[src/rtl/fifo_arb_pkg.sv]
// ---------------------------------------------------------------------------
// fifo_arb_pkg
//   Shared definitions for the FIFO write-port arbiter: default data width,
//   the largest supported requester count, the grant index width and the
//   two-state FSM encoding. Also provides the modulo helper used by the
//   round-robin picker.
// ---------------------------------------------------------------------------
package fifo_arb_pkg;

  localparam int DW       = 8;   // matches the FIFO buf_in width
  localparam int NREQ_MAX = 8;   // grant index is 3 bits wide
  localparam int GW       = 3;   // width of grant_id / rr pointer

  typedef enum logic {
    ST_IDLE = 1'b0,
    ST_LOCK = 1'b1
  } arb_state_e;

  // Position "off" steps after "base" on a ring of n entries.
  function automatic int wrap_idx(input int base, input int off, input int n);
    return (base + off) % n;
  endfunction

endpackage

[src/rtl/fifo_wr_arbiter_rr_pick.sv]
// ---------------------------------------------------------------------------
// rr_pick
//   Combinational round-robin selector. Scans req starting one position after
//   ptr (ptr+1, ptr+2, ... wrapping at NREQ) and returns the first asserted
//   index. The entry at ptr itself is examined last, so the previous owner has
//   the lowest priority.
// Ports
//   req      in   NREQ  request vector
//   ptr      in   3     index of the most recent owner
//   gnt_idx  out  3     winning index (0 when nothing requests)
//   any      out  1     at least one request is asserted
// ---------------------------------------------------------------------------
module rr_pick #(
  parameter int NREQ = 2
) (
  input  logic [NREQ-1:0]                req,
  input  logic [fifo_arb_pkg::GW-1:0]    ptr,
  output logic [fifo_arb_pkg::GW-1:0]    gnt_idx,
  output logic                           any
);

  import fifo_arb_pkg::*;

  localparam int IW = (NREQ > 1) ? $clog2(NREQ) : 1;

  // Walk the ring from the farthest offset back to the nearest one; the
  // nearest asserted request is written last and therefore wins.
  always_comb begin
    gnt_idx = '0;
    any     = 1'b0;
    for (int k = NREQ; k >= 1; k--) begin
      if (req[IW'(wrap_idx(int'(ptr), k, NREQ))]) begin
        gnt_idx = GW'(wrap_idx(int'(ptr), k, NREQ));
        any     = 1'b1;
      end
    end
  end

endmodule

[src/rtl/fifo_wr_arbiter.sv]
// ---------------------------------------------------------------------------
// fifo_wr_arbiter
//   Round-robin, packet-atomic arbiter sharing the single write port of the
//   8-bit sync FIFO among NREQ byte producers. A granted requester keeps the
//   port until its last byte (or until MAXLEN beats), so packets never
//   interleave inside the FIFO. The data/ready path is combinational: the
//   FIFO samples the write on the same edge as the producer handshake.
//
// Ports
//   clk         in   1        system clock, rising edge
//   rst         in   1        asynchronous reset, active high
//   req_valid   in   NREQ     per-requester byte valid
//   req_data    in   NREQ*DW  per-requester byte, requester i at [i*DW +: DW]
//   req_last    in   NREQ     last byte of packet, qualified by req_valid
//   req_ready   out  NREQ     per-requester accept
//   fifo_full   in   1        FIFO full flag
//   fifo_wr_en  out  1        FIFO write strobe
//   fifo_din    out  DW       FIFO write data
//   grant_id    out  3        current owner, valid while busy
//   busy        out  1        packet in progress
//   beat_cnt    out  LW       beats accepted in the current packet
//   len_err     out  1        one-cycle pulse: packet cut at MAXLEN
//
// State | meaning
// ------+----------------------------------------------------------------
// IDLE  | no owner; pick next requester round-robin (one bubble cycle)
// LOCK  | grant_id owns the FIFO port until last byte or MAXLEN beats
// ---------------------------------------------------------------------------
module fifo_wr_arbiter #(
  parameter int NREQ   = 2,
  parameter int DW     = fifo_arb_pkg::DW,
  parameter int MAXLEN = 16,
  parameter int LW     = 5
) (
  input  logic                   clk,
  input  logic                   rst,
  input  logic [NREQ-1:0]        req_valid,
  input  logic [NREQ*DW-1:0]     req_data,
  input  logic [NREQ-1:0]        req_last,
  output logic [NREQ-1:0]        req_ready,
  input  logic                   fifo_full,
  output logic                   fifo_wr_en,
  output logic [DW-1:0]          fifo_din,
  output logic [2:0]             grant_id,
  output logic                   busy,
  output logic [LW-1:0]          beat_cnt,
  output logic                   len_err
);

  import fifo_arb_pkg::*;

  arb_state_e       state_q;
  logic [GW-1:0]    rr_ptr_q;
  logic [GW-1:0]    grant_q;
  logic [LW-1:0]    beat_q;
  logic [LW-1:0]    beat_d;
  logic             len_err_q;

  logic             own_valid;
  logic             own_last;
  logic             xfer;
  logic             at_max;
  logic             pkt_end;
  logic             pick_any;
  logic [GW-1:0]    pick_idx;

  rr_pick #(
    .NREQ    (NREQ)
  ) u_rr_pick (
    .req     (req_valid),
    .ptr     (rr_ptr_q),
    .gnt_idx (pick_idx),
    .any     (pick_any)
  );

  // Owner-side view of the requester signals plus the FIFO data mux.
  always_comb begin
    own_valid = 1'b0;
    own_last  = 1'b0;
    fifo_din  = '0;
    for (int i = 0; i < NREQ; i++) begin
      if (grant_q == GW'(i)) begin
        own_valid = req_valid[i];
        own_last  = req_last[i];
        fifo_din  = req_data[i*DW +: DW];
      end
    end
  end

  // Only the owner sees ready, and only while the FIFO has room.
  always_comb begin
    req_ready = '0;
    for (int i = 0; i < NREQ; i++) begin
      req_ready[i] = (state_q == ST_LOCK) && (grant_q == GW'(i)) && !fifo_full;
    end
  end

  assign xfer    = (state_q == ST_LOCK) && own_valid && !fifo_full;
  assign beat_d  = beat_q + LW'(1);
  // The beat being accepted now is the MAXLEN-th one.
  assign at_max  = (beat_q == LW'(MAXLEN - 1));
  assign pkt_end = xfer && (own_last || at_max);

  always_ff @(posedge clk or posedge rst) begin
    if (rst) begin
      state_q   <= ST_IDLE;
      rr_ptr_q  <= GW'(NREQ - 1);
      grant_q   <= '0;
      beat_q    <= '0;
      len_err_q <= 1'b0;
    end else begin
      len_err_q <= 1'b0;
      case (state_q)
        ST_IDLE: begin
          if (pick_any) begin
            grant_q <= pick_idx;
            beat_q  <= '0;
            state_q <= ST_LOCK;
          end
        end
        ST_LOCK: begin
          if (xfer) begin
            beat_q <= beat_d;
          end
          if (pkt_end) begin
            state_q   <= ST_IDLE;
            rr_ptr_q  <= grant_q;
            len_err_q <= !own_last;
          end
        end
        default: state_q <= ST_IDLE;
      endcase
    end
  end

  assign fifo_wr_en = xfer;
  assign grant_id   = grant_q;
  assign busy       = (state_q == ST_LOCK);
  assign beat_cnt   = beat_q;
  assign len_err    = len_err_q;

endmodule

[config.mk]
export PLATFORM = sky130hd
export DESIGN_NAME = fifo_wr_arbiter
export DESIGN_NICKNAME = d
export VERILOG_FILES = /design/src/rtl/fifo_arb_pkg.sv /design/src/rtl/fifo_wr_arbiter_rr_pick.sv /design/src/rtl/fifo_wr_arbiter.sv
export SDC_FILE = /design/constraint.sdc
export NUM_CORES = 1
export LEC_CHECK = 0
export BUFFER_PORTS_ARGS = -buffer_cell sky130_fd_sc_hd__buf_2
export CORE_ASPECT_RATIO = 0.75
export CORE_UTILIZATION = 35
export DETAILED_ROUTE_END_ITERATION = 10
export PLACE_DENSITY = 0.7
export SYNTH_ARGS = -nofsm -noshare
export SYNTH_HDL_FRONTEND = slang
export SYNTH_SLANG_ARGS = --single-unit
[constraint.sdc]
create_clock -name clk -period 2.6 [get_ports clk]
set_clock_uncertainty 0.2 [all_clocks]
set_input_delay 0.52 -clock clk [delete_from_list [all_inputs] [get_ports clk]]
set_output_delay 0.52 -clock clk [all_outputs]
set_load 0.03 [all_outputs]
Word-level counts from Yosys, hierarchy flattened
Cells that the tools add are included.
Storage, ports and cells
  flip-flop bits (word level): 11
  bits of input ports: 23
  output and inout port bits: 21
  word-level logic and storage cells: 53
Operators by class
  add/subtract/negate cells: 3
  order comparisons: 2
  equal/unequal tests: 4
  mux-type cells: 22
  bitwise logic cells: 3
  reduce and logical (&&, ||, !) cells: 14
Operators with widths (number)
  $mux 8: 2
  $mux 1: 14
  $mux 5: 2
  $pmux 5 s2: 1
  $logic_and 1x1->1: 7
  $lt 1x3->1 const B: 2
  $mux 3: 2
  $reduce_and 2->1: 3
  $add 5x1->5 const B: 1
  $eq 5x4->1 const B: 1
  $eq 3x1->1 const B: 1
  $logic_not 3->1: 1
  $add 1x1->1 const B: 2
  $and 1x1->1 const A: 2
  $logic_not 1->1: 2
  $ne 2x1->1 const B: 1
  $ne 2x2->1 const B: 1
  $pmux 1 s2: 1
  $logic_or 1x1->1: 1
  $not 1->1: 1

Depth between registers and ports, before layout
Gate-level depths: netlist (run 1).
  depth after elaboration: 8
  depth in mapped cells: 5

Modules after synthesis
From an unflattened synthesis (run 1), not the netlist that was laid out.
Unflattened totals
  cells, all modules: 76
  area, all modules: 810.8 um^2
Modules (own cells, without submodules)
  fifo_wr_arbiter: instances 1, cells an instance 71, area an instance 770.7 um^2, seq. area each 326.6 um^2
  rr_pick: instances 1, cells an instance 5, area an instance 40.0 um^2, seq. area each 0.0 um^2

Worst setup path before layout (run 1)
No wires, ideal clock.
  path kind: register -> output
  from: register grant_q[0] (netlist: grant_id[0])
  to: output fifo_din[1]
  data arrival time: 1.295 ns
  data required time: 1.880 ns
  setup slack: 0.585 ns
  cell stages (with the launch flop): 4
  path buffers: 2
  cell sequence: dfrtp_1 -> buf_6 -> buf_2 -> mux2_2
Between the ends
  longest elaborated chain between the ends: 3
Ends and longest elaborated chain
  start, declared: line fifo_wr_arbiter.sv:54  | logic [GW-1:0] grant_q;
  start signal, assigned: line fifo_wr_arbiter.sv:116  | grant_q <= pick_idx;
  $logic_not 3->1: line fifo_wr_arbiter.sv:82  | if (grant_q == GW'(i)) begin
  $mux 8: line fifo_wr_arbiter.sv:82
  $mux 8 (*): line fifo_wr_arbiter.sv:82
  end, declared: line fifo_wr_arbiter.sv:43  | output logic [DW-1:0] fifo_din,
Every way passes the cells marked *; elsewhere a longest branch is shown, timed or not.

Worst setup path after layout (run 1)
  from: register grant_q[0] (netlist: grant_id[0])
  to: output fifo_wr_en
Between the ends
  longest elaborated chain between the ends: 5
Ends and longest elaborated chain
  $logic_not 3->1: line fifo_wr_arbiter.sv:82
  $mux 1: line fifo_wr_arbiter.sv:82
  $mux 1 (*): line fifo_wr_arbiter.sv:82
  $logic_and 1x1->1 (*) (2 in series): line fifo_wr_arbiter.sv:98  | assign xfer = (state_q == ST_LOCK) && own_valid && !fifo_full;
  end, declared: line fifo_wr_arbiter.sv:42  | output logic fifo_wr_en,
Marks and branches as above.

==> impl_table.tex, run 1 <==
\begin{tabular}{lr}
\hline
Metric & Value \\
\hline
\multicolumn{2}{l}{\textbf{Global routing}} \\
GRT Util Overall & 0.192 \\
Met2 usage & 0.280 \\
Sum of overflow across all layers after global routing & 0 \\
Met3 Track Usage GR & 0.0714 \\
First-pass GRT wire length & 2.56 mm \\
Layer carrying the most global-route usage & met2 \\
Met1 demand-to-capacity share in global routing & 0.252 \\
Number of global-route vias before repair & 560 \\
Number of antenna violations at the first check in global routing & 0 \\
Largest net degree at the start of global routing & 12 \\
\multicolumn{2}{l}{\textbf{STA}} \\
Fin crit share & 0.883 \\
Final max-slew violation count & 0 \\
Achievable clock frequency & 0.435 GHz \\
Unrepaired setup endpoints after global routing & false \\
Least setup slack across all paths after layout & 304 ps \\
Final Critical Period & 2300 ps \\
Final-report hold violation count & 0 \\
Total Negative Setup Slacks & 0 ps \\
Setup violations, final & 0 \\
\multicolumn{2}{l}{\textbf{Synthesis}} \\
Synth top area cells & sky130\_fd\_sc\_hd\_\_dfrtp\_1 (32\%), sky130\_fd\_sc\_hd\_\_mux2\_2 (14\%), sky130\_fd\_sc\_hd\_\_mux2\_4 (4.8\%) \\
Synth top area share & 0.322 \\
Combinational family with the most area after synthesis & multiplexers \\
Mean area per synthesized cell & 10.5 sq um \\
Adder and majority gate portion of the synthesized area & 0.0402 \\
Synthesized netlist cell count & 59 \\
Share of cell area taken by muxes after synthesis & 0.233 \\
Synthesized-area fraction occupied by ao, oa, aoi and oai cells & 0.129 \\
\#FFs+latches synth & 9 \\
Synth Cell Area & 622 sq um \\
Xor and xnor area share after synthesis & 0 \\
Sequential share of the synthesized area & 0.364 \\
Synth cell types & 31 \\
Total number of yosys warnings & 0 \\
Fraction of the mapped netlist area in simple logic gates & 0.153 \\
Post-synthesis cell type with the largest combined area & sky130\_fd\_sc\_hd\_\_dfrtp\_1 \\
\multicolumn{2}{l}{\textbf{Floorplan}} \\
Initial core utilization & 0.398 \\
Std cell rows & 12 \\
Floorplan die width & 50.7 microns \\
Number of placed I/O pins & 44 \\
Full die area & 0.00195 sq mm \\
Standard cell core area & 0.00156 sq mm \\
Die Span Y & 38.5 microns \\
\multicolumn{2}{l}{\textbf{Clock network}} \\
Number of setup buffers added after CTS & 0 \\
CTS-repair resized insts & 0 \\
Hold\_buf cts & 0 \\
Root Driver & sky130\_fd\_sc\_hd\_\_clkbuf\_4 \\
Number of clock sinks & 9 \\
Maximum level of the CTS H-tree & 1 \\
Clock Latency Late Sink & 270 ps \\
CTS tree & yes \\
Num CTS Buffers & 3 \\
Clock-pin slew of the registers on the worst-case setup and hold paths & 60 ps \\
Maximum count of clock buffers along a single path & 2 \\
\multicolumn{2}{l}{\textbf{Cells and area}} \\
Layout area overhead & 38.2\% \\
Number of antenna diodes & 0 \\
Most frequent cells in the layout & sky130\_fd\_sc\_hd\_\_buf\_2 (41), sky130\_fd\_sc\_hd\_\_mux2\_2 (8), sky130\_fd\_sc\_hd\_\_dfrtp\_1 (8) \\
Final design instance area without fill & 860 sq um \\
Fraction of layout cells with a size suffix above 1 & 0.598 \\
Most common cell after layout, fill and taps aside & sky130\_fd\_sc\_hd\_\_buf\_2 \\
Net count reported at finish & 128 \\
\multicolumn{2}{l}{\textbf{Power and ir drop}} \\
Switching share of power & 0.492 \\
Net Sw Power & 0.000434 W \\
Reported leakage power & 0.444 nW \\
Share of total power in combinational logic & 0.585 \\
Power density over cell area & 1030 mW/mm\^{}2 \\
Worst voltage drop across the vdd grid & 0.435 mV \\
Portion of total power attributed to sequential cells & 0.290 \\
Cell Int Power & 0.000448 W \\
Power consumption & 0.000882 W \\
Clock power frac & 0.125 \\
\multicolumn{2}{l}{\textbf{Critical path}} \\
Data arrival at the endpoint of the critical path & 1580 ps \\
Class of the most critical setup path & reg -> out \\
Start point of the critical path & grant\_id[0] \\
Kind of launch point of the worst setup path & flip-flop \\
Maximum fanout along the worst path & 11 \\
Reg2Reg Setup Slack & 650 ps \\
Crit path capture type & output pin \\
CP Data Required Time & 1880 ps \\
Number of cells on the worst reg-to-reg path & 4 \\
Worst flop-to-flop path startpoint & grant\_id[0] \\
\multicolumn{2}{l}{\textbf{Place}} \\
Detailed-placement wirelength estimate & 1.26 mm \\
Post-Place Setup Slack & 584 ps \\
Final Wtd Congestion & 0.757 \\
Count of input and output buffers & 41 \\
Standard cell area after detailed placement & 833 sq um \\
\multicolumn{2}{l}{\textbf{Job}} \\
Count of max-cap constraint violations & 0 \\
\multicolumn{2}{l}{\textbf{Detailed routing}} \\
Detailed-route wire length per cell & 12.4 microns \\
Total via count after detailed routing & 589 \\
Total Wirelength & 1.52 mm \\
Residual DRC & 0 \\
Post-route antenna net violation count & 0 \\
DRT Pass-1 Iters & 4 \\
DRT iter0 DRCs & 13 \\
Drt via density & 4.79 \\
\multicolumn{2}{l}{\textbf{Outcome}} \\
Run status & finished clean \\
\multicolumn{2}{l}{\textbf{Min path}} \\
Min-delay worst type & in -> async \\
\hline
\end{tabular}
## layer usage
metal | part of all wire | up-vias | wire (microns)
met1 | 0.47 | 265 | 717
met3 | 0.062 | 4 | 95
li1 | - | 297 | -
met2 | 0.45 | 23 | 683
met5 | 0 | - | 0
met4 | 0.018 | 0 | 27
## critical path: stages, from the launching register on
cell and delay (ps):
sky130_fd_sc_hd__dfrtp_1 590, sky130_fd_sc_hd__mux2_4 370, sky130_fd_sc_hd__nand2_2 130, sky130_fd_sc_hd__inv_2 50
sky130_fd_sc_hd__buf_2 170
## state kept, by name, indices dropped and copies added (netlist names)
register / count
rr_ptr_q: 1
beat_cnt: 5
grant_id: 1
busy: 1
len_err: 1
## synth_stat cells
| library cell | number |
|---|---|
| sky130_fd_sc_hd__a311o_1 | 1 |
| sky130_fd_sc_hd__and2_1 | 1 |
| sky130_fd_sc_hd__and2b_1 | 1 |
| sky130_fd_sc_hd__and3_1 | 1 |
| sky130_fd_sc_hd__buf_2 | 1 |
| sky130_fd_sc_hd__buf_4 | 2 |
| sky130_fd_sc_hd__buf_6 | 1 |
| sky130_fd_sc_hd__conb_1 | 1 |
| sky130_fd_sc_hd__dfrtp_1 | 8 |
| sky130_fd_sc_hd__dfstp_2 | 1 |
| sky130_fd_sc_hd__ha_1 | 2 |
| sky130_fd_sc_hd__inv_1 | 3 |
| sky130_fd_sc_hd__inv_2 | 1 |
| sky130_fd_sc_hd__mux2_1 | 1 |
| sky130_fd_sc_hd__mux2_2 | 8 |
| sky130_fd_sc_hd__mux2_4 | 2 |
| sky130_fd_sc_hd__mux2i_2 | 1 |
| sky130_fd_sc_hd__nand2_1 | 2 |
| sky130_fd_sc_hd__nand2_2 | 1 |
| sky130_fd_sc_hd__nand2b_1 | 2 |
| sky130_fd_sc_hd__nand3_1 | 2 |
| sky130_fd_sc_hd__nand4_1 | 1 |
| sky130_fd_sc_hd__nor2_1 | 1 |
| sky130_fd_sc_hd__nor3_1 | 1 |
| sky130_fd_sc_hd__nor4b_1 | 2 |
| sky130_fd_sc_hd__o211ai_1 | 4 |
| sky130_fd_sc_hd__o211ai_2 | 1 |
| sky130_fd_sc_hd__o21a_1 | 1 |
| sky130_fd_sc_hd__o21ai_0 | 3 |
| sky130_fd_sc_hd__o21ai_1 | 1 |
| sky130_fd_sc_hd__or2_2 | 1 |
## power groups by stage
stage	logic, W	registers (W)	clock network (W)
floorplan	0.000348	0.000297	0
global placement	0.000514	0.000254	0
detailed placement	0.000518	0.000257	0
CTS	0.000518	0.000255	0.000116
global route	0.000549	0.000266	0.000126
finish	0.000515	0.000256	0.000111
## layout make-up
class / instances / area (sq um)
Fill cell: 152 / 702
Tap cell: 21 / 26.3
Clock buffer: 4 / 26.3
Inverter: 4 / 15.0
Timing Repair Buffer: 42 / 213
Multi-Input combinational cell: 43 / 353
Sequential cell: 9 / 226
## final timing paths
path                               endpoint
min in group clk                       busy
max in group asynchronous       rr_ptr_q[0]
worst max register to register  rr_ptr_q[0]
worst max-delay path             fifo_wr_en
worst min register to register  grant_id[0]
worst min-delay path            beat_cnt[2]
## cell families (layout without fill, tap and decap cells)
family          count (synthesis)  in the layout
buf+inv                         8             50
other cells                     1              2
fa+ha+maj                       2              2
mux                            12             12
simple gates                   16             16
flops                           9              9
compound gates                 11             11
## metrics by stage
step / utilization / instances / hold slack (ps)
2_1_floorplan: - / 60 / 147
3_3_place_gp: 0.534 / 119 / 300
3_5_place_dp: 0.534 / 119 / 302
4_1_cts: 0.550 / 123 / 10.1
5_1_grt: 0.550 / 123 / 20.2
6_report: 0.550 / 123 / 3.68
No activity file was read; power rests on OpenSTA's default activity.
==> run 2: changes to the inputs <==
--- a/config.mk
+++ b/config.mk
@@ -6,10 +6,10 @@
 export NUM_CORES = 1
 export LEC_CHECK = 0
 export BUFFER_PORTS_ARGS = -buffer_cell sky130_fd_sc_hd__buf_2
-export CORE_ASPECT_RATIO = 0.75
-export CORE_UTILIZATION = 35
+export CORE_MARGIN = 3
+export CORE_UTILIZATION = 42
 export DETAILED_ROUTE_END_ITERATION = 10
-export PLACE_DENSITY = 0.7
+export PLACE_DENSITY = 0.82
 export SYNTH_ARGS = -nofsm -noshare
 export SYNTH_HDL_FRONTEND = slang
 export SYNTH_SLANG_ARGS = --single-unit
==> constraint.sdc (replaced) <==
create_clock -name clk -period 2.6 [get_ports clk]
set_clock_uncertainty 0.2 [all_clocks]
set_input_delay 0.13 -clock clk [delete_from_list [all_inputs] [get_ports clk]]
set_output_delay 0.13 -clock clk [all_outputs]
set_load 0.03 [all_outputs]
==> run 2 against run 1 <==
Cell area increased by 2.9%. Routed wire length grew 8.5%. Worst hold slack better by 140 ps. Combinational power fell by 3%. Power is 0.35% lower. Die area grew 1.4%. Critical endpoint unchanged. Clock power about the same. Critical path depth did not move. First-iteration DRC count stayed put. Via count rose by 6.3%.
==> impl_table.tex, run 2 (synthesized netlist as in run 1, its figures left out) <==
\begin{tabular}{lr}
\hline
Metric & Value \\
\hline
\multicolumn{2}{l}{\textbf{Cells and area}} \\
Multi-input gate area & 353 sq um (unchanged) \\
Most common cell after layout, fill and taps aside & sky130\_fd\_sc\_hd\_\_buf\_2 \\
Fraction of layout cells with a size suffix above 1 & 0.571 (-0.0266) \\
Number of antenna diodes & 0 (unchanged) \\
Finished Core Util & 0.655 (+0.105) \\
Filler cell count in the final layout & 111 (-27\%) \\
Net count reported at finish & 131 (+2.3\%) \\
FF+latch area & 226 sq um (unchanged) \\
Layout area overhead & 42.3\% \\
Most frequent cells in the layout & sky130\_fd\_sc\_hd\_\_buf\_2 (41), sky130\_fd\_sc\_hd\_\_mux2\_2 (8), sky130\_fd\_sc\_hd\_\_dfrtp\_1 (8) \\
Flip-flop count of the largest register after layout & 5 (unchanged) \\
\multicolumn{2}{l}{\textbf{Job}} \\
Count of max-cap constraint violations & 0 (unchanged) \\
\multicolumn{2}{l}{\textbf{Global routing}} \\
Number of global-route vias before repair & 623 (+11\%) \\
GRT Util Overall & 0.188 (-0.00344) \\
Largest net degree at the start of global routing & 17 (+5) \\
Sum of overflow across all layers after global routing & 0 (unchanged) \\
First-pass GRT wire length & 2.68 mm (+4.6\%) \\
Number of antenna violations at the first check in global routing & 0 (unchanged) \\
\multicolumn{2}{l}{\textbf{Power and ir drop}} \\
Reported leakage power & 0.456 nW (+2.7\%) \\
Power density over cell area & 993 mW/mm\^{}2 (-3.2\%) \\
Worst voltage drop across the vdd grid & 0.681 mV (+57\%) \\
\multicolumn{2}{l}{\textbf{STA}} \\
Final Critical Period & 2060 ps (-236 ps) \\
Unrepaired setup endpoints after global routing & false \\
Setup violations, final & 0 (unchanged) \\
Final-report hold violation count & 0 (unchanged) \\
Least setup slack across all paths after layout & 540 ps (+236 ps) \\
Worst slew pin tran & 594 ps \\
Total Negative Setup Slacks & 0 ps (unchanged) \\
Worst rel slew slack & 0.604 \\
Fin crit share & 0.792 (-0.0909) \\
Final max-slew violation count & 0 (unchanged) \\
Achievable clock frequency & 0.485 GHz (+11\%) \\
\multicolumn{2}{l}{\textbf{Floorplan}} \\
Die Span Y & 44.5 microns (+16\%) \\
Initial core utilization & 0.461 (+0.0624) \\
Full die area & 0.00198 sq mm (+1.4\%) \\
Standard cell core area & 0.00135 sq mm (-14\%) \\
Std cell rows & 13 (+1) \\
Number of placed I/O pins & 44 (unchanged) \\
Floorplan die width & 44.5 microns (-12\%) \\
\multicolumn{2}{l}{\textbf{Detailed routing}} \\
Detailed-route wire length per cell & 13.8 microns (+11\%) \\
Post-route antenna net violation count & 0 (unchanged) \\
Drt via density & 5.22 (+8.9\%) \\
Total Wirelength & 1.65 mm (+8.5\%) \\
DRT iter0 DRCs & 13 (unchanged) \\
Residual DRC & 0 (unchanged) \\
DRT Pass-1 Iters & 4 (unchanged) \\
Total via count after detailed routing & 626 (+6.3\%) \\
\multicolumn{2}{l}{\textbf{Place}} \\
Detailed-placement wirelength estimate & 1.28 mm (+1.6\%) \\
Post-Place Setup Slack & 736 ps (+152 ps) \\
Final Wtd Congestion & 0.747 (-1.2\%) \\
Count of input and output buffers & 41 (unchanged) \\
\multicolumn{2}{l}{\textbf{Critical path}} \\
Worst flop-to-flop path startpoint & grant\_id[0] \\
Reg2Reg Setup Slack & 540 ps (-110 ps) \\
Data arrival at the endpoint of the critical path & 1730 ps (+150 ps) \\
Kind of launch point of the worst setup path & flip-flop \\
Capturing element of the worst setup path & fifo\_wr\_en \\
Class of the most critical setup path & reg -> out \\
Crit path capture type & output pin \\
Start point of the critical path & grant\_id[0] \\
Number of cells on the worst reg-to-reg path & 3 (-1) \\
Capturing point of the worst reg2reg path & len\_err \\
CP Data Required Time & 2270 ps (+390 ps) \\
Maximum fanout along the worst path & 16 (+5) \\
\multicolumn{2}{l}{\textbf{Clock network}} \\
Maximum count of clock buffers along a single path & 2 (unchanged) \\
Maximum level of the CTS H-tree & 1 (unchanged) \\
CTS tree & yes \\
Number of clock sinks & 9 (unchanged) \\
Clock-pin slew of the registers on the worst-case setup and hold paths & 60 ps (about the same) \\
CTS-repair resized insts & 0 (unchanged) \\
Root Driver & sky130\_fd\_sc\_hd\_\_clkbuf\_4 \\
Clock Latency Late Sink & 260 ps (about the same) \\
Num CTS Buffers & 3 (unchanged) \\
\multicolumn{2}{l}{\textbf{Outcome}} \\
Run status & finished clean \\
\multicolumn{2}{l}{\textbf{Min path}} \\
Min-delay worst type & in -> reg \\
\hline
\end{tabular}
## run 2: critical path, stage by stage, from the launching register on
cell	delay (ps)
sky130_fd_sc_hd__dfrtp_1	720
sky130_fd_sc_hd__mux2_4	390
sky130_fd_sc_hd__nand2_2	140
sky130_fd_sc_hd__inv_2	50
sky130_fd_sc_hd__buf_2	170
## run 2: metal layers
layer,track usage,share of wire
met1,0.235,0.40
met2,0.301,0.48
met3,0.0325,0.090
met4,0.108,0.024
met5,0,0
## run 2: how the worst min path moves through the flow
stage,start,endpoint,depth (start not counted)
3_5_place_dp,rst,len_err,2
4_1_cts,req_last[1],busy,4
2_1_floorplan,rst,beat_cnt[0],1
6_report,req_last[1],busy,4
3_3_place_gp,rst,len_err,2
5_1_grt,req_last[1],busy,4
## run 2: stage by stage
stage | area [sq um] | std cells | hold slack [ps] | total power, W
after global placement | 818 | 112 | -95.8 | 0.000747
after CTS | 885 | 120 | 127 | 0.000885
final | 885 | 120 | 140 | 0.000879
after global routing | 885 | 120 | 150 | 0.000933
after detailed placement | 818 | 112 | -93.6 | 0.000760
after floorplan | 626 | 60 | -243 | 0.000646
## run 2: area by class of cell
type | count | area share
clock buffers | 4 | 0.0297
inverters | 4 | 0.0170
multi-input cells | 43 | 0.399
flip-flops and latches | 9 | 0.256
well taps | 15 | 0.0212
repair buffers | 45 | 0.277
## run 2: power breakdown
part / leakage, nW / switching (W) / internal, W
Combinational: 0.328 / 0.000300 / 0.000200
Sequential: 0.113 / 0.0000790 / 0.000189
Clock: 0.0150 / 0.0000519 / 0.0000594
## run 2: repair_timing
item	CTS	global route
buffers inserted	0	0
endpoints found under the hold margin	11	0
hold buffers	4	0
==> run 3: changes to the inputs <==
--- a/config.mk
+++ b/config.mk
@@ -7,9 +7,9 @@
 export LEC_CHECK = 0
 export BUFFER_PORTS_ARGS = -buffer_cell sky130_fd_sc_hd__buf_2
 export CORE_MARGIN = 3
-export CORE_UTILIZATION = 42
+export CORE_UTILIZATION = 39
 export DETAILED_ROUTE_END_ITERATION = 10
-export PLACE_DENSITY = 0.82
+export PLACE_DENSITY = 0.77
 export SYNTH_ARGS = -nofsm -noshare
 export SYNTH_HDL_FRONTEND = slang
 export SYNTH_SLANG_ARGS = --single-unit
==> constraint.sdc (replaced) <==
create_clock -name clk -period 2.1 [get_ports clk]
set_clock_uncertainty 0.2 [all_clocks]
set_input_delay 0.105 -clock clk [delete_from_list [all_inputs] [get_ports clk]]
set_output_delay 0.105 -clock clk [all_outputs]
set_load 0.03 [all_outputs]
==> run 3 against run 2 <==
Power is 25% higher. Worst hold slack worse by 47 ps. Routed wire length is 8.7% lower. Core utilization shrank 1.7 points. Clock-buffer cell count unchanged. First-iteration DRC count fell by 54%. Register-to-register slack got worse by 300 ps. Sequential cell count unchanged. Cell count up 0.83%. Non-clock buffer count up 1. Critical path type is now reg -> reg. Largest power group unchanged.
==> impl_table.tex, run 3 (synthesized netlist as in run 1, its figures left out) <==
\begin{tabular}{lr}
\hline
Metric & Value \\
\hline
\multicolumn{2}{l}{\textbf{Floorplan}} \\
Floorplan die width & 45.9 microns (+3.3\%) \\
Die Span Y & 45.9 microns (+3.3\%) \\
Standard cell core area & 0.00140 sq mm (+3.6\%) \\
Number of placed I/O pins & 44 (unchanged) \\
Std cell rows & 13 (unchanged) \\
Full die area & 0.00211 sq mm (+6.6\%) \\
Initial core utilization & 0.445 (-0.0161) \\
\multicolumn{2}{l}{\textbf{STA}} \\
Unrepaired setup endpoints after global routing & false \\
Final max-slew violation count & 0 (unchanged) \\
Final-report hold violation count & 0 (unchanged) \\
Total Negative Setup Slacks & 0 ps (unchanged) \\
Setup violations, final & 0 (unchanged) \\
Final Critical Period & 1860 ps \\
Achievable clock frequency & 0.536 GHz \\
Fin crit share & 0.888 \\
\multicolumn{2}{l}{\textbf{Detailed routing}} \\
Total via count after detailed routing & 623 (-0.48\%) \\
Post-route antenna net violation count & 0 (unchanged) \\
Detailed-route wire length per cell & 12.5 microns (-9.4\%) \\
Total Wirelength & 1.51 mm (-8.7\%) \\
Residual DRC & 0 (unchanged) \\
DRT iter0 DRCs & 6 (-7) \\
DRT Pass-1 Iters & 4 (unchanged) \\
Drt via density & 5.15 (-1.3\%) \\
\multicolumn{2}{l}{\textbf{Critical path}} \\
Kind of launch point of the worst setup path & flip-flop \\
Slowest library cell on the worst path & sky130\_fd\_sc\_hd\_\_dfrtp\_1 \\
Reg2Reg Setup Slack & 240 ps (-300 ps) \\
Ordered list of cells on the worst path & ha\_1 > and3\_1 > ha\_1 > o211ai\_2 > mux2\_1 \\
Biggest cell delay along the critical path & 410 ps (-310 ps) \\
Class of the most critical setup path & reg -> reg \\
Capturing point of the worst reg2reg path & rr\_ptr\_q[0] \\
CP Data Required Time & 2090 ps (-180 ps) \\
Data arrival at the endpoint of the critical path & 1860 ps (+130 ps) \\
Maximum fanout along the worst path & 5 (-11) \\
Cell with the most instances on the worst path & sky130\_fd\_sc\_hd\_\_ha\_1 \\
Worst Path Buf+Inv & 0 (-2) \\
Kind of cell with the highest combined delay on the critical path & adder cells \\
Crit path capture type & flip-flop \\
Worst flop-to-flop path startpoint & beat\_cnt[0] \\
Number of cells on the worst reg-to-reg path & 5 (+2) \\
\multicolumn{2}{l}{\textbf{Power and ir drop}} \\
Power consumption & 0.00110 W (+25\%) \\
Reported leakage power & 0.461 nW (+1.1\%) \\
Power density over cell area & 1230 mW/mm\^{}2 (+24\%) \\
Worst voltage drop across the vdd grid & 0.759 mV (+11\%) \\
\multicolumn{2}{l}{\textbf{Cells and area}} \\
Layout area overhead & 43.5\% \\
Flip-flop count of the largest register after layout & 5 (unchanged) \\
Fraction of layout cells with a size suffix above 1 & 0.575 (+0.00404) \\
Number of antenna diodes & 0 (unchanged) \\
Net count reported at finish & 132 (+0.76\%) \\
Most frequent cells in the layout & sky130\_fd\_sc\_hd\_\_buf\_2 (41), sky130\_fd\_sc\_hd\_\_mux2\_2 (8), sky130\_fd\_sc\_hd\_\_dfrtp\_1 (8) \\
Most common cell after layout, fill and taps aside & sky130\_fd\_sc\_hd\_\_buf\_2 \\
\multicolumn{2}{l}{\textbf{Clock network}} \\
Num CTS Buffers & 3 (unchanged) \\
Clock-pin slew of the registers on the worst-case setup and hold paths & 60 ps (about the same) \\
Maximum level of the CTS H-tree & 1 (unchanged) \\
Number of clock sinks & 9 (unchanged) \\
Number of setup buffers added after CTS & 0 (unchanged) \\
CTS tree & yes \\
Maximum count of clock buffers along a single path & 2 (unchanged) \\
Clock Latency Late Sink & 260 ps (about the same) \\
Root Driver & sky130\_fd\_sc\_hd\_\_clkbuf\_4 \\
\multicolumn{2}{l}{\textbf{Min path}} \\
Min-delay worst type & in -> reg \\
Number of cells on the worst hold path & 4 (unchanged) \\
Start point of the worst min-delay path & req\_last[0] \\
Endpoint with the worst hold slack & busy \\
\multicolumn{2}{l}{\textbf{Outcome}} \\
Run status & finished clean \\
\multicolumn{2}{l}{\textbf{Job}} \\
Count of max-cap constraint violations & 0 (unchanged) \\
\multicolumn{2}{l}{\textbf{Global routing}} \\
First-pass GRT wire length & 2.40 mm (-10\%) \\
Sum of overflow across all layers after global routing & 0 (unchanged) \\
Number of antenna violations at the first check in global routing & 0 (unchanged) \\
GRT Util Overall & 0.158 (-0.0302) \\
Number of global-route vias before repair & 585 (-6.1\%) \\
Largest net degree at the start of global routing & 12 (-5) \\
\multicolumn{2}{l}{\textbf{Place}} \\
Count of input and output buffers & 41 (unchanged) \\
Detailed-placement wirelength estimate & 1.24 mm (-2.9\%) \\
Final Wtd Congestion & 0.858 (+15\%) \\
\hline
\end{tabular}
[run 3: cell types whose count changed in the layout (fill, tap and decap cells not counted), sizes merged]
cell	change
buf	+1
[run 3: power by group]
part	internal, W	switching [W]
Combinational	0.000258	0.000402
Clock	0.0000736	0.0000657
Sequential	0.000234	0.0000641
Total	0.000566	0.000532
[run 3: how the worst max path moves through the flow]
stage	from	end	depth (start not counted)
after floorplan	beat_cnt[0]	rr_ptr_q[0]	5
after global placement	beat_cnt[0]	rr_ptr_q[0]	5
after detailed placement	beat_cnt[0]	rr_ptr_q[0]	5
after CTS	beat_cnt[0]	rr_ptr_q[0]	5
after global routing	beat_cnt[0]	rr_ptr_q[0]	5
final	beat_cnt[0]	rr_ptr_q[0]	5
[run 3: per-layer routing]
metal | track usage | vias up | share of wire
met3 | 0.0277 | 2 | 0.091
met5 | 0 | - | 0
met1 | 0.182 | 287 | 0.40
met2 | 0.288 | 33 | 0.50
li1 | - | 301 | -
met4 | 0.0511 | 0 | 0.0066
[run 3: timing repair]
item | 4_1_cts | 5_1_grt
resized for setup | 0 | 0
hold buffers | 4 | 0
hold endpoints to repair | 11 | 0
[run 3: metrics by stage]
step	setup WS, ps	cells	area [sq um]	util	hold slack, ps
after floorplan	185	60	626	-	-268
after global placement	309	113	826	0.590	-126
after detailed placement	237	113	826	0.590	-121
after CTS	227	121	892	0.638	87.2
after global routing	167	121	892	0.638	108
final	236	121	892	0.638	92.4
[run 3: cell type report]
cell class / count / area, sq um
clock buffers: 4 / 26.3
fillers: 117 / 507
inverters: 4 / 15.0
multi-input cells: 43 / 353
flip-flops and latches: 9 / 226
well taps: 15 / 18.8
repair buffers: 46 / 253
[run 3: worst register-to-register path: stages (launching register included)]
cell                       delay (ps)
sky130_fd_sc_hd__dfrtp_1          410
sky130_fd_sc_hd__ha_1             240
sky130_fd_sc_hd__and3_1           190
sky130_fd_sc_hd__ha_1             200
sky130_fd_sc_hd__o211ai_2         200
sky130_fd_sc_hd__mux2_1           350
